## src/rtl/moore_pkg.sv

```systemverilog
// Shared definitions for the Moore run-detector family: state width helper,
// idle state constant and parameter limits.
package moore_pkg;

    localparam int S_IDLE      = 0;
    localparam int RUN_LEN_MAX = 255;
    localparam int CNT_W_MAX   = 32;

    // Bits needed to encode states S0..S<run_len>, never less than one.
    function automatic int state_w(input int run_len);
        return (run_len < 1) ? 1 : $clog2(run_len + 1);
    endfunction

endpackage

```

## src/rtl/moore_run_detector_if.sv

```systemverilog
// Control/status bundle of moore_run_detector. The hit_cnt signal and its
// width parameter exist only when MOORE_HIT_COUNT_EN is defined.
interface moore_run_detector_if
    import moore_pkg::*;
#(
    parameter int SW = state_w(3)
`ifdef MOORE_HIT_COUNT_EN
   ,parameter int CNT_W = 8
`endif
);

    logic          En;
    logic          clr;
    logic          w;
    logic          z;
    logic [SW-1:0] tt_ht;

`ifdef MOORE_HIT_COUNT_EN
    logic [CNT_W-1:0] hit_cnt;

    modport master (output En, clr, w, input z, tt_ht, hit_cnt);
    modport slave  (input En, clr, w, output z, tt_ht, hit_cnt);
`else
    modport master (output En, clr, w, input z, tt_ht);
    modport slave  (input En, clr, w, output z, tt_ht);
`endif

endinterface

```

## src/rtl/moore_run_detector_sat_counter.sv

```systemverilog
// Saturating up-counter with synchronous clear; shared by FSM-library blocks.
module sat_counter #(
    parameter int W = 8
) (
    input  logic         Clock,
    input  logic         Resetn,
    input  logic         clr,
    input  logic         inc,
    output logic [W-1:0] q
);

    // NOTE: sequential state uses non-blocking assignments only, so every
    // flop samples pre-edge values regardless of process evaluation order.
    always_ff @(posedge Clock or negedge Resetn) begin
        if (!Resetn) begin
            q <= '0;
        end else if (clr) begin
            q <= '0;
        end else if (inc && (q != {W{1'b1}})) begin
            q <= q + W'(1);
        end
    end

endmodule

```

## src/rtl/moore_run_detector.sv

```systemverilog
// Parametrised Moore run detector: z is high in state S<RUN_LEN>.
// Optional saturating hit counter is built when MOORE_HIT_COUNT_EN is defined.
module moore_run_detector
    import moore_pkg::*;
#(
    parameter int RUN_LEN = 3,
    parameter int OVERLAP = 1,
    parameter int CNT_W   = 8
) (
    input logic                 Clock,
    input logic                 Resetn,
    moore_run_detector_if.slave bus
);

    localparam int SW = state_w(RUN_LEN);

    typedef logic [SW-1:0] state_t;

    localparam state_t S_ZERO = state_t'(S_IDLE);
    localparam state_t S_ONE  = state_t'(1);
    localparam state_t S_RUN  = state_t'(RUN_LEN);

    if (RUN_LEN < 1 || RUN_LEN > RUN_LEN_MAX) begin : g_bad_run_len
        $error("moore_run_detector: RUN_LEN=%0d outside 1..%0d", RUN_LEN, RUN_LEN_MAX);
    end
    if (OVERLAP != 0 && OVERLAP != 1) begin : g_bad_overlap
        $error("moore_run_detector: OVERLAP=%0d must be 0 or 1", OVERLAP);
    end
    if (CNT_W < 1 || CNT_W > CNT_W_MAX) begin : g_bad_cnt_w
        $error("moore_run_detector: CNT_W=%0d outside 1..%0d", CNT_W, CNT_W_MAX);
    end

    state_t state;
    state_t state_next;

    always_ff @(posedge Clock or negedge Resetn) begin
        if (!Resetn) begin
            state <= S_ZERO;
        end else begin
            state <= state_next;
        end
    end

    // NOTE: state_next is given its hold value first so that every path
    // through the block assigns it and no latch is inferred.
    always_comb begin
        state_next = state;
        if (bus.clr) begin
            state_next = S_ZERO;
        end else if (bus.En) begin
            if (state > S_RUN) begin
                state_next = S_ZERO;
            end else if (!bus.w) begin
                state_next = S_ZERO;
            end else if (state < S_RUN) begin
                state_next = state + state_t'(1);
            end else begin
                // Non-overlapping: the 1 just sampled opens the next run.
                state_next = (OVERLAP != 0) ? S_RUN : S_ONE;
            end
        end
    end

    assign bus.tt_ht = state;
    assign bus.z     = (state == S_RUN);

`ifdef MOORE_HIT_COUNT_EN
    logic hit;

    // Held En=0 in S<RUN_LEN> must not count, hence the explicit En term.
    assign hit = bus.En && !bus.clr && (state_next == S_RUN);

    sat_counter #(
        .W (CNT_W)
    ) u_hit_cnt (
        .Clock  (Clock),
        .Resetn (Resetn),
        .clr    (bus.clr),
        .inc    (hit),
        .q      (bus.hit_cnt)
    );
`endif

endmodule

```

## src/flat_wrapper.sv

```systemverilog
// flat-port wrapper written by rule: the top's interface ports become plain ports
module moore_run_detector_flat import moore_pkg::*;
#(
    parameter int RUN_LEN = 3,
    parameter int OVERLAP = 1,
    parameter int CNT_W   = 8
)
  (Clock, Resetn, bus_En, bus_clr, bus_w, bus_z, bus_tt_ht);
  moore_run_detector_if bus_i ();
  input logic Clock;
  input logic Resetn;
  input wire logic [$bits(bus_i.En)-1:0] bus_En;
  input wire logic [$bits(bus_i.clr)-1:0] bus_clr;
  input wire logic [$bits(bus_i.w)-1:0] bus_w;
  output wire logic [$bits(bus_i.z)-1:0] bus_z;
  output wire logic [$bits(bus_i.tt_ht)-1:0] bus_tt_ht;
  assign bus_i.En = bus_En;
  assign bus_i.clr = bus_clr;
  assign bus_i.w = bus_w;
  assign bus_z = bus_i.z;
  assign bus_tt_ht = bus_i.tt_ht;
  moore_run_detector #(.RUN_LEN(RUN_LEN), .OVERLAP(OVERLAP), .CNT_W(CNT_W)) u_core (.Clock(Clock), .Resetn(Resetn), .bus(bus_i));
endmodule
```

## config.mk

```make
export PLATFORM = sky130hd
export DESIGN_NAME = moore_run_detector_flat
export DESIGN_NICKNAME = d
export VERILOG_FILES = /design/src/rtl/moore_pkg.sv /design/src/rtl/moore_run_detector_if.sv /design/src/rtl/moore_run_detector_sat_counter.sv /design/src/rtl/moore_run_detector.sv /design/src/flat_wrapper.sv
export SDC_FILE = /design/constraint.sdc
export NUM_CORES = 1
export LEC_CHECK = 0
export BUFFER_PORTS_ARGS = -buffer_cell sky130_fd_sc_hd__clkbuf_2
export CAP_MARGIN = 40
export CORE_AREA = 2 2 39 41
export CTS_CLUSTER_SIZE = 14
export DETAILED_ROUTE_END_ITERATION = 10
export DIE_AREA = 0 0 41 43
export GPL_ROUTABILITY_DRIVEN = 0
export GPL_TIMING_DRIVEN = 0
export SETUP_SLACK_MARGIN = 0.1
export SLEW_MARGIN = 10
export SYNTH_ARGS = -nofsm -noshare
export SYNTH_HDL_FRONTEND = slang
export SYNTH_SLANG_ARGS = --single-unit
```

## constraint.sdc

```tcl
create_clock -name Clock -period 1.6 [get_ports Clock]
set_clock_uncertainty 0.1 [all_clocks]
set_input_delay 0.32 -clock Clock [delete_from_list [all_inputs] [get_ports Clock]]
set_output_delay 0.32 -clock Clock [all_outputs]
set_load 0.01 [all_outputs]
```

==> flow_summary.json <==
{
  "status": "finished, final reports clean",
  "wire_per_inst_um": 7.05,
  "synthMuxAreaShare_pct": 0,
  "yosysWarnings": 0,
  "internal_power_uw": 146,
  "finalNonFillerCells": 37,
  "path_delay_family": "flip-flops",
  "clock_path_buffers": 2,
  "synth_fa_ha_area_share_pct": 0,
  "synth_top_family_by_area": "simple AND/OR/NAND/NOR gates",
  "leakagePower_uw": 0.0000893,
  "drc": 0,
  "cp_slowest_cell": "dfrtp_1",
  "io_buffers": 7,
  "rsz0062_at_grt": "false",
  "grt_max_degree": 6,
  "end_kind": "output port",
  "vias": 118,
  "nets": 28,
  "ys_types": 8,
  "drtPass1Iterations": 1,
  "hp-class": "input port to flip-flop",
  "grt_pass1_wl_um": 400,
  "max_freq_mhz": 741,
  "die-area_mm2": 0.00176,
  "antenna_found_initial": 0,
  "synth-simple-area-share_pct": 36.3,
  "cts_root_buffer": "clkbuf_4",
  "drive_gt1_share_pct": 57.1,
  "hold_ws_ns": 0.169,
  "worst_slack_ns": 0.251,
  "ir_drop_mv": 0.164,
  "dr.first_iter.drc_count": 0,
  "clock-sinks": 2,
  "synth_nets": 15,
  "rows": 14,
  "rr_startpoint": "u_core.bus.tt_ht[1]$_DFFE_PN0P_",
  "post-cts-setup-buffers": 0,
  "critPathMaxFanout": 5,
  "crit_arrival_ns": 0.93,
  "yosysSeqAreaShare_pct": 50.0,
  "final_core_util_pct": 13.6,
  "wl_met1_um": 105,
  "vias_per_cell": 3.19,
  "cts_tree": "yes",
  "gr-usage-all-layers_pct": 4.20,
  "worst-path-buf-inv": 1,
  "switching_power_uw": 40.0,
  "worst_pin_slew_ns": 0.163,
  "hold_viol": 0,
  "path_clk_slew_ns": 0.03,
  "setup-tns-final_ns": 0,
  "die_w_um": 41,
  "boundaryPins": 8,
  "detailedPlace.worstSlack_ns": 0.490,
  "synth_xor_area_share_pct": 0,
  "overflow": 0,
  "wl_met2_um": 121,
  "avgSynthCellArea_um2": 10.0,
  "postRouteAntennaNets": 0,
  "max-slew-margin-rel_pct": 89.1,
  "htreeDepth": 1,
  "routed-wl-met3_um": 35,
  "cp-startpoint": "u_core.bus.tt_ht[0]$_DFFE_PN0P_",
  "antenna_cells": 0,
  "top_layer": "met3",
  "setup_viol": 0,
  "powerDensity_mw_per_mm2": 991,
  "seqPwrFrac_pct": 29.7,
  "crit_path_cell_trace": "and2_2, clkbuf_2",
  "ys_ff_latch": 2,
  "die_h_um": 43,
  "synth-compound-area-share_pct": 13.8,
  "crit_required_ns": 1.18,
  "cap_violations": 0,
  "fin_crit_sh_pct": 84.3,
  "p_clk_share_pct": 60.2,
  "core_area_mm2": 0.00138,
  "post-route-min-period_ns": 1.35,
  "area_delta_synth_final_pct": 87.5,
  "dp_cells": 33,
  "grt_pass1_vias": 113,
  "p_comb_share_pct": 10.1,
  "drt-total-wl_um": 261,
  "dp_hpwl_um": 194,
  "holdCritStartpoint": "bus_clr",
  "synth_cells": 10,
  "swShare_pct": 21.5,
  "start_kind": "flip-flop",
  "start_util_pct": 7.23,
  "largest_register_ffs": 2,
  "cts_buffers": 3,
  "drv_slew": 0,
  "clock_latency_ns": 0.23,
  "slowest_delay_ns": 0.40,
  "syn_area_um2": 100,
  "path_class": "flip-flop to output port"
}
==> per-stage QoR <==
step	total power (uW)	cell area, um^2
after floorplan	62.4	100
after global placement	71.9	155
after detailed placement	72.6	155
after global routing	199	188
after CTS	191	188
final	186	188
==> cells in the mapped netlist <==
| cell type | count | area [um^2] |
|---|---|---|
| and2_2 | 1 | 7.51 |
| nor3_1 | 1 | 5.00 |
| a21oi_2 | 1 | 8.76 |
| dfrtp_1 | 2 | 50.1 |
| nor2b_1 | 1 | 6.26 |
| nand2b_1 | 2 | 12.5 |
| nand3_1 | 1 | 5.00 |
| a21oi_1 | 1 | 5.00 |
==> cells by family after synthesis <==
family and after synthesis:
AO/OA/AOI/OAI 2, flip-flops 2, AND/OR/NAND/NOR 6
==> worst register-to-register path, delay by kind of cell, from the launching register on <==
family	cells	cell delay, ns
flops	1	0.38
compound gates	1	0.05
simple gates	2	0.24
==> power groups by stage <==
stage	combinational (uW)	sequential [uW]	clock (uW)
2_1_floorplan	5.88	56.5	0
3_3_place_gp	16.3	55.6	0
3_5_place_dp	16.8	55.8	0
4_1_cts	18.9	55.3	117
5_1_grt	21.2	55.6	122
6_report	18.8	55.2	112
==> cells in the final DEF (no fill, tap or decap), drive strengths merged <==
cell type     n
clkbuf       10
nand2b        2
dfrtp         2
a21oi         2
and2          1
nand3         1
nor2b         1
nor3          1
dlygate4sd3   1
==> path summary, 6_finish.rpt <==
| path | endpoint | slack, ns | cells past startpoint |
|---|---|---|---|
| worst min register to register | u_core.bus.tt_ht[0]$_DFFE_PN0P_ | 0.51 | 2 |
| worst max register to register | u_core.bus.tt_ht[0]$_DFFE_PN0P_ | 0.72 | 3 |
| min in group asynchronous | u_core.bus.tt_ht[0]$_DFFE_PN0P_ | 0.31 | 2 |
| worst max-delay path | bus_z | 0.25 | 2 |
| max in group asynchronous | u_core.bus.tt_ht[1]$_DFFE_PN0P_ | 0.99 | 2 |
| worst min-delay path | u_core.bus.tt_ht[0]$_DFFE_PN0P_ | 0.17 | 2 |
==> cell type report <==
class	count	area, um^2
Multi-Input combinational cell	8	50.0
Fill cell	154	1200
Sequential cell	2	50.0
Clock buffer	3	22.5
Tap cell	16	20.0
Timing Repair Buffer	8	45.0
==> what timing repair did <==
action,in CTS,in global routing
hold endpoints to repair,2,0
hold buffers,1,0
resized for setup,0,0
==> per-layer routing <==
layer / vias up / track usage (%)
met5: - / 0
met4: 0 / 6.00
met3: 0 / 4.71
met2: 9 / 4.69
met1: 52 / 2.87
li1: 57 / -
Note: power is estimated with default switching activity, not from simulation.
